## config.mk

```make
export PLATFORM = sky130hd
export DESIGN_NAME = i2c_txn_arbiter
export DESIGN_NICKNAME = d
export VERILOG_FILES = /design/src/rtl/i2c_txn_arbiter.sv
export SDC_FILE = /design/constraint.sdc
export NUM_CORES = 1
export LEC_CHECK = 0
export CELL_PAD_IN_SITES_DETAIL_PLACEMENT = 0
export CELL_PAD_IN_SITES_GLOBAL_PLACEMENT = 1
export CORE_UTILIZATION = 36
export CTS_CLUSTER_SIZE = 8
export DETAILED_ROUTE_END_ITERATION = 12
export GPL_TIMING_DRIVEN = 0
export PLACE_DENSITY = 0.92
export SKIP_CTS_REPAIR_TIMING = 1
export SYNTH_ARGS = -nofsm -noshare
export SYNTH_HDL_FRONTEND = slang
export SYNTH_SLANG_ARGS = --single-unit
```

## constraint.sdc

```tcl
create_clock -name clk -period 7.1 [get_ports clk]
set_input_delay 1.775 -clock clk [delete_from_list [all_inputs] [get_ports clk]]
set_output_delay 1.775 -clock clk [all_outputs]
set_load 0.1 [all_outputs]
```

## src/rtl/i2c_txn_arbiter.sv

```systemverilog
// Two-requester arbiter that sequences transactions on a shared bit-slot I2C master.
// Define I2C_ARB_RR_EN for round-robin arbitration; otherwise requester 0 has fixed priority.
module i2c_txn_arbiter #(
  parameter int MAX_LEN = 4,
  parameter int RST_CYC = 2
) (
  input  logic        clk,
  input  logic        reset_n,
  input  logic [1:0]  req,
  input  logic [13:0] req_addr,
  input  logic [1:0]  req_mode,
  input  logic [5:0]  req_len,
  input  logic [15:0] req_wdata,
  output logic [1:0]  gnt,
  output logic [1:0]  wr_next,
  output logic [1:0]  rd_valid,
  output logic [7:0]  rd_data,
  output logic [1:0]  done,
  output logic        err,
  output logic        busy,
  output logic        m_rst_n,
  output logic        m_en,
  output logic        m_start,
  output logic        m_stop,
  output logic        m_mode,
  output logic [6:0]  m_address,
  output logic [7:0]  m_registor,
  input  logic [7:0]  m_data_out,
  input  logic        m_sda
);

  localparam logic [2:0] S_IDLE = 3'd0;
  localparam logic [2:0] S_MRST = 3'd1;
  localparam logic [2:0] S_ARM  = 3'd2;
  localparam logic [2:0] S_HDR  = 3'd3;
  localparam logic [2:0] S_DATA = 3'd4;
  localparam logic [2:0] S_STP  = 3'd5;
  localparam logic [2:0] S_FIN  = 3'd6;

  logic [2:0] state;
  logic [7:0] cnt;
  logic [2:0] byte_idx;
  logic [2:0] len_q;
  logic       win;
  logic [6:0] addr_q;
  logic       mode_q;
  logic       err_q;
  logic       m_rst_q;
  logic [7:0] registor_q;
  logic [7:0] rd_data_q;
  logic [1:0] rd_valid_q;
`ifdef I2C_ARB_RR_EN
  logic       last_win;
`endif

  logic       pick;
  logic [1:0] win_oh;
  logic [7:0] wdata_win;
  logic       last_byte;
  logic       ack_slot;

  function automatic logic [2:0] clamp_len(input logic [2:0] l);
    if (l == 3'd0)
      return 3'd1;
    else if (int'(l) > MAX_LEN)
      return 3'(MAX_LEN);
    else
      return l;
  endfunction

  // NOTE: every variable written in always_comb gets a default first so no latch is inferred.
  always_comb begin
    pick = 1'b0;
`ifdef I2C_ARB_RR_EN
    if (req == 2'b11)
      pick = ~last_win;
    else
      pick = ~req[0];
`else
    pick = ~req[0];
`endif
  end

  assign win_oh    = win ? 2'b10 : 2'b01;
  assign wdata_win = win ? req_wdata[15:8] : req_wdata[7:0];
  assign last_byte = (byte_idx == len_q - 3'd1);
  assign ack_slot  = (state == S_DATA) && (cnt == 8'd8);

  // NOTE: sequential state uses non-blocking assignments so all flops update together.
  always_ff @(posedge clk or negedge reset_n) begin
    if (!reset_n) begin
      state      <= S_IDLE;
      cnt        <= 8'd0;
      byte_idx   <= 3'd0;
      len_q      <= 3'd1;
      win        <= 1'b0;
      addr_q     <= 7'd0;
      mode_q     <= 1'b0;
      err_q      <= 1'b0;
      m_rst_q    <= 1'b0;
      registor_q <= 8'd0;
      rd_data_q  <= 8'd0;
      rd_valid_q <= 2'b00;
`ifdef I2C_ARB_RR_EN
      last_win   <= 1'b1;
`endif
    end else begin
      m_rst_q    <= 1'b1;
      rd_valid_q <= 2'b00;
      case (state)
        S_IDLE: begin
          // Grant only once the master has come out of reset, so m_rst_n rises first.
          if ((|req) && m_rst_q) begin
            state   <= S_MRST;
            cnt     <= 8'd0;
            win     <= pick;
            addr_q  <= pick ? req_addr[13:7] : req_addr[6:0];
            mode_q  <= pick ? req_mode[1] : req_mode[0];
            len_q   <= clamp_len(pick ? req_len[5:3] : req_len[2:0]);
            err_q   <= 1'b0;
            m_rst_q <= 1'b0;
`ifdef I2C_ARB_RR_EN
            last_win <= pick;
`endif
          end
        end
        S_MRST: begin
          if (cnt == 8'(RST_CYC - 1)) begin
            state <= S_ARM;
            cnt   <= 8'd0;
          end else begin
            cnt     <= cnt + 8'd1;
            m_rst_q <= 1'b0;
          end
        end
        S_ARM: begin
          state <= S_HDR;
          cnt   <= 8'd0;
        end
        S_HDR: begin
          if (cnt == 8'd9) begin
            cnt <= 8'd0;
            if (m_sda) begin
              err_q <= 1'b1;
              state <= S_STP;
            end else begin
              state    <= S_DATA;
              byte_idx <= 3'd0;
              if (!mode_q) registor_q <= wdata_win;
            end
          end else begin
            cnt <= cnt + 8'd1;
          end
        end
        S_DATA: begin
          if (ack_slot) begin
            cnt <= 8'd0;
            if (mode_q) begin
              rd_data_q  <= m_data_out;
              rd_valid_q <= win_oh;
            end
            if (last_byte) begin
              state <= S_STP;
            end else begin
              byte_idx <= byte_idx + 3'd1;
              // The requester presents its next byte during the ack slot that pulsed wr_next.
              if (!mode_q) registor_q <= wdata_win;
            end
          end else begin
            cnt <= cnt + 8'd1;
          end
        end
        S_STP: begin
          if (cnt == 8'd1) begin
            state <= S_FIN;
            cnt   <= 8'd0;
          end else begin
            cnt <= cnt + 8'd1;
          end
        end
        S_FIN:   state <= S_IDLE;
        default: state <= S_IDLE;
      endcase
    end
  end

  assign busy       = (state != S_IDLE);
  assign gnt        = busy ? win_oh : 2'b00;
  assign done       = (state == S_FIN) ? win_oh : 2'b00;
  assign err        = (state == S_FIN) && err_q;
  assign wr_next    = (ack_slot && !mode_q && !last_byte) ? win_oh : 2'b00;
  assign rd_valid   = rd_valid_q;
  assign rd_data    = rd_data_q;
  assign m_rst_n    = m_rst_q;
  assign m_en       = (state == S_ARM);
  assign m_start    = (state == S_ARM);
  // After a NACK the master stops on its own, so m_stop is only driven on the data path.
  assign m_stop     = ((state == S_DATA) && last_byte) || ((state == S_STP) && !err_q);
  assign m_mode     = mode_q;
  assign m_address  = addr_q;
  assign m_registor = registor_q;

endmodule

```

======== After elaboration in Yosys (flattened, before gate mapping) ========
Cells that the tools add are included.
word-level totals
  flip-flop bits (word level) ............. 46
  bits of input ports ..................... 51
  output and inout port bits .............. 38
  word-level logic and storage cells ...... 105
cells by class
  add/sub/neg operators ................... 3
  order comparisons ....................... 1
  equal/unequal tests ..................... 19
  mux-type cells .......................... 44
  bitwise gates (word level) .............. 1
  reduce and logical (&&, ||, !) cells .... 25
operator list
  cell                                           number
  2-to-1 mux 8 bit                               10
  one-hot mux 8 bit (5 select lines)             1
  2-to-1 mux 3 bit                               13
  inequality test 2 bit, second input constant   9
  one-hot mux 3 bit (6 select lines)             1
  == test 8 x 4 -> 1 bit, second input constant  2
  one-hot mux 8 bit (2 select lines)             1
  2-to-1 mux 2 bit                               7
  == test 3 bit, second input constant           3
  adder 8 x 1 -> 8 bit, second input constant    1
  == test 8 x 1 -> 1 bit, second input constant  1
  logical AND 1 bit                              7
  2-to-1 mux 1 bit                               7
  2-to-1 mux 7 bit                               1
  == test 3 x 2 -> 1 bit, second input constant  2
  logical NOT 3 bit                              2
  one-hot mux 3 bit (2 select lines)             1
  AND reduction 6 bit                            1
  AND reduction 5 bit                            1
  nonzero test 5 bit                             1
  one-hot mux 1 bit (2 select lines)             2
  AND reduction 2 bit                            2
  AND reduction 4 bit                            1
  nonzero test 2 bit                             2
  other kinds (11)                               14

======== Depth between registers and ports, before layout ========
  depth in word-level cells ............... 5
  mapped depth ............................ 8
  depth with buffers taken out ............ 7

======== Least setup slack after synthesis ========
No wires, ideal clock.
  path type ............................... reg-to-output
  start point ............................. register len_q[0]
  end point ............................... output wr_next[0]
  arrival time ............................ 3433 ps
  data required time ...................... 5325 ps
  slack ................................... 1892 ps
  cell stages (with the launch flop) ...... 7
  buffers on the path ..................... 0
  cell sequence ........................... dfstp_2 > inv_1 > ha_1 > xnor3_1 > nand3_1 > nand3_1 > nor3_1
on the way
  word-level cells in the longest chain between the ends .. 5
RTL lines
  element                    RTL line  RTL
  start, declared            43        logic [2:0] len_q;
  start signal, assigned     119       len_q <= clamp_len(pick ? req_len[5:3] : req_len[2:0]);
  subtractor 3 x 1 -> 3 bit  86        assign last_byte = (byte_idx == len_q - 3'd1);
  == test 3 bit              86
  logical NOT 1 bit          191       assign wr_next = (ack_slot && !mode_q && !last_byte) ? win_oh : 2'b00;
  logical AND 1 bit          191
  2-to-1 mux 2 bit           191
  end, declared              15        output logic [1:0] wr_next,
No other way between the ends.

======== Worst setup path in the final report ========
  start point ............................. register len_q[0]
  end point ............................... output m_stop
on the way
  word-level cells in the longest chain between the ends .. 4
RTL lines
  element                    RTL line  RTL
  subtractor 3 x 1 -> 3 bit  86
  == test 3 bit              86
  logical AND 1 bit          198       assign m_stop = ((state == S_DATA) && last_byte) || ((state == S_STP) && !err_q);
  logical OR 1 bit           198
  end, declared              24        output logic m_stop,
No other way between the ends.

==> results.yml <==
finish:
  area_growth_syn_to_layout_pct: 44.1
  seq_area_um2: 1150
  layout-drive-gt1-share: 0.138
  antenna_cells: 0
  layout.nets: 382
  nFillCells: 593
  multi_input_area_um2: 1180
timing:
  slew_violations: 0
  relSlewSlack: 0.337
  hold_viol_final: 0
  rsz0062_at_grt: "false"
  setup_viol: 0
  tightest_slew_ns: 0.991
  max_freq_mhz: 198
  timing.final.crit_period_ns: 5.05
  clock_skew_ns: 0.00996
  setup_tns_ns: 0
  post-route-period-util: 0.711
  hold_ws_ns: 0.514
detailed_routing:
  wire_per_inst_um: 14.6
  route.detailed.drc: 4
  vias_per_cell: 5.14
  wl_um: 5880
  drt_iter0_markers: 89
  dr.pass1.iters: 8
  num_vias: 2076
  ant_nets: 0
power_and_ir_drop:
  switching_power_mw: 0.769
  power.density_nw_per_um2: 403
  p_int_mw: 0.645
  ir_drop_v: 0.000211
  switching_share: 0.544
  total_leakage_power_nw: 1.58
  seq_power_share: 0.262
  clkPwrFrac: 0.121
  p_comb_frac: 0.617
setup_path:
  worstPathArrival_ns: 3.27
  required_ns: 5.33
  cp_slowest_cell: "clkdlybuf4s50_1"
  max_stage_delay_ns: 1.14
  critPathMaxFanout: 6
  crit_path_end_kind: "primary output"
  critPathLaunch: "len_q[0]$_DFFE_PN1P_"
  start_kind: "flop"
  critical_path_class: "reg2out"
  path_cells: "inv_1 -> ha_1 -> xnor3_1 -> nand3_1 -> mux2_2 -> nor2_1 -> clkdlybuf4s50_1"
  r2r_start: "len_q[0]$_DFFE_PN1P_"
global_routing:
  grt_pass1_vias: 2111
  grt-ovfl-total: 0
  grt.busiest_layer: "met2"
  grtUsageMet2: 0.306
  grt_use_met3: 0.0403
  grt_pass1_wl_um: 9820
  grtUsageMet1: 0.215
  grt_max_degree: 37
  grt_usage: 0.175
  antenna_found_initial: 0
floorplan:
  fp-row-count: 29
  die_h_um: 84.3
  ios: 89
  die-width_um: 84.3
  coreArea_um2: 6460
  die_area_um2: 7100
  initial_core_util: 0.377
yosys:
  yosys-top-cells-area: "dfrtp_1 (46%), mux2_2 (7.9%), mux2_4 (4.9%), mux2i_1 (4.1%), nor2_1 (4.0%)"
  ys_seq_elements: 46
  synth_edf_count: 0
  yosysWarnings: 0
  synth_top_area_frac: 0.462
  avgSynthCellArea_um2: 10.6
  syn_inst: 231
  yosysSeqAreaShare: 0.473
  synth_area_um2: 2440
  ys_types: 41
  synth_largest_area_cell: "dfrtp_1"
  async_flop_share: 1.00
  synth_ff_type: "dfrtp_1"
  syn_nets: 287
clock_tree:
  clk_pin_slew_ns: 0.10
  clockBufferDepth: 2
  clk_latency_ns: 0.31
  cts_root_buffer: "clkbuf_8"
  cts_tree: "built"
  ctsHtreeMaxLevel: 2
  cts_sinks: 46
  numCtsBuffers: 5
placed_design:
  io_buffers: 87
  place.gp.congestion: 0.811
  post-dp-hpwl_um: 4470
status:
  status: "finished, violations left"
  violations: "DRC"
flow_run:
  maxCapViolations: 0
hold_path:
  hold_path_class: "reg2reg"
  hold_path_startpoint: "rd_data[0]$_DFFE_PN0P_"
==> synth_stat cells (all sizes together) (2+ instances only) <==
master   n
o21ai   18
dfrtp   45
a32oi    3
mux2i   10
a21o     6
ha       5
and3     6
clkbuf   6
nor3     4
nand2    9
xor2     2
o22ai    2
nand4    2
nor2    27
nand3    5
or3b     2
inv     12
nor3b    6
a21oi   14
nand2b   2
buf      6
a211oi   2
mux2    25
==> final timing paths <==
check,slack (ns),cells after the start,endpoint
setup reg to reg,4.67,8,m_registor[2]$_DFFE_PN0P_
max in group asynchronous,5.23,2,len_q[0]$_DFFE_PN1P_
setup / recovery,2.05,7,m_stop
min in group asynchronous,1.33,1,cnt[0]$_DFFE_PN0P_
hold / removal,0.51,1,rd_data[0]$_DFFE_PN0P_
hold reg to reg,0.51,1,rd_data[0]$_DFFE_PN0P_
==> registers in the layout, indices dropped and copies added (netlist names) <==
register,cells
state,3
m_address,7
m_registor,8
cnt,8
win,1
err_q,1
m_rst_n,1
m_mode,1
rd_valid,2
byte_idx,3
rd_data,8
len_q,3
==> kinds of logic after synthesis <==
family / count (synthesis) / share of synthesized area
AND/OR/NAND/NOR: 67 / 0.145
AO/OA/AOI/OAI: 51 / 0.127
flip-flops: 46 / 0.473
multiplexers: 35 / 0.169
buffers and inverters: 24 / 0.0436
adder cells (fa/ha/maj): 5 / 0.0257
XOR/XNOR: 3 / 0.0164
==> power by group through the flow <==
stage / clock (mW) / sequential (mW) / combinational, mW
2_1_floorplan: 0 / 0.602 / 0.426
3_3_place_gp: 0 / 0.373 / 0.864
3_5_place_dp: 0 / 0.374 / 0.875
4_1_cts: 0.176 / 0.371 / 0.878
5_1_grt: 0.185 / 0.381 / 0.929
6_report: 0.171 / 0.371 / 0.873
==> worst max-delay path, delay by kind of cell (launching register included) <==
family | cells | cell delay (ns)
simple gates | 2 | 0.28
buf+inv | 2 | 1.20
xor+xnor | 1 | 0.40
mux | 1 | 0.33
flops | 1 | 0.55
fa+ha+maj | 1 | 0.20
==> per-layer routing <==
layer	vias to the layer above	routed length (um)
met2	66	2970
met4	0	72
met3	6	291
li1	1008	-
met5	-	0
met1	996	2550
==> through the flow <==
step	setup slack [ns]	instance area, um2	utilization	cells	power (mW)
floorplan	1.89	2440	-	231	1.03
global placement	2.42	3400	0.527	395	1.24
detailed placement	2.41	3420	0.529	396	1.25
CTS	2.03	3510	0.544	404	1.42
global route	1.90	3510	0.544	404	1.49
finish	2.05	3510	0.544	404	1.41
==> final cells by class <==
cell class,instances,share of cell area
buffer,12,0.0175
inverter,12,0.0128
tap,77,0.0274
multi-input combinational,161,0.336
clock inverter,3,0.00677
timing repair buffer,88,0.252
clock buffer,5,0.0196
sequential,46,0.328
==> layout by cell type (no fill, tap or decap), types with 2 or more instances in the layout <==
master | synthesis | final
a21oi_1 | 14 | 14
o22ai_1 | 2 | 2
nor3_1 | 3 | 3
inv_1 | 12 | 12
mux2i_1 | 10 | 10
clkbuf_1 | 6 | 6
ha_1 | 5 | 5
nand3_1 | 5 | 5
o21ai_0 | 18 | 18
nor2_1 | 26 | 26
nor3b_1 | 6 | 6
dfrtp_1 | 45 | 45
a211oi_1 | 2 | 2
mux2_2 | 17 | 17
and3_1 | 6 | 6
xor2_1 | 2 | 2
clkbuf_8 | 0 | 5
nand2_1 | 9 | 9
nand4_1 | 2 | 2
nand2b_1 | 2 | 2
clkdlybuf4s50_1 | 0 | 86
a32oi_1 | 3 | 3
a21o_1 | 6 | 6
buf_2 | 4 | 5
mux2_4 | 8 | 8
clkinvlp_4 | 0 | 2
Power figures use the tool's default switching activity.
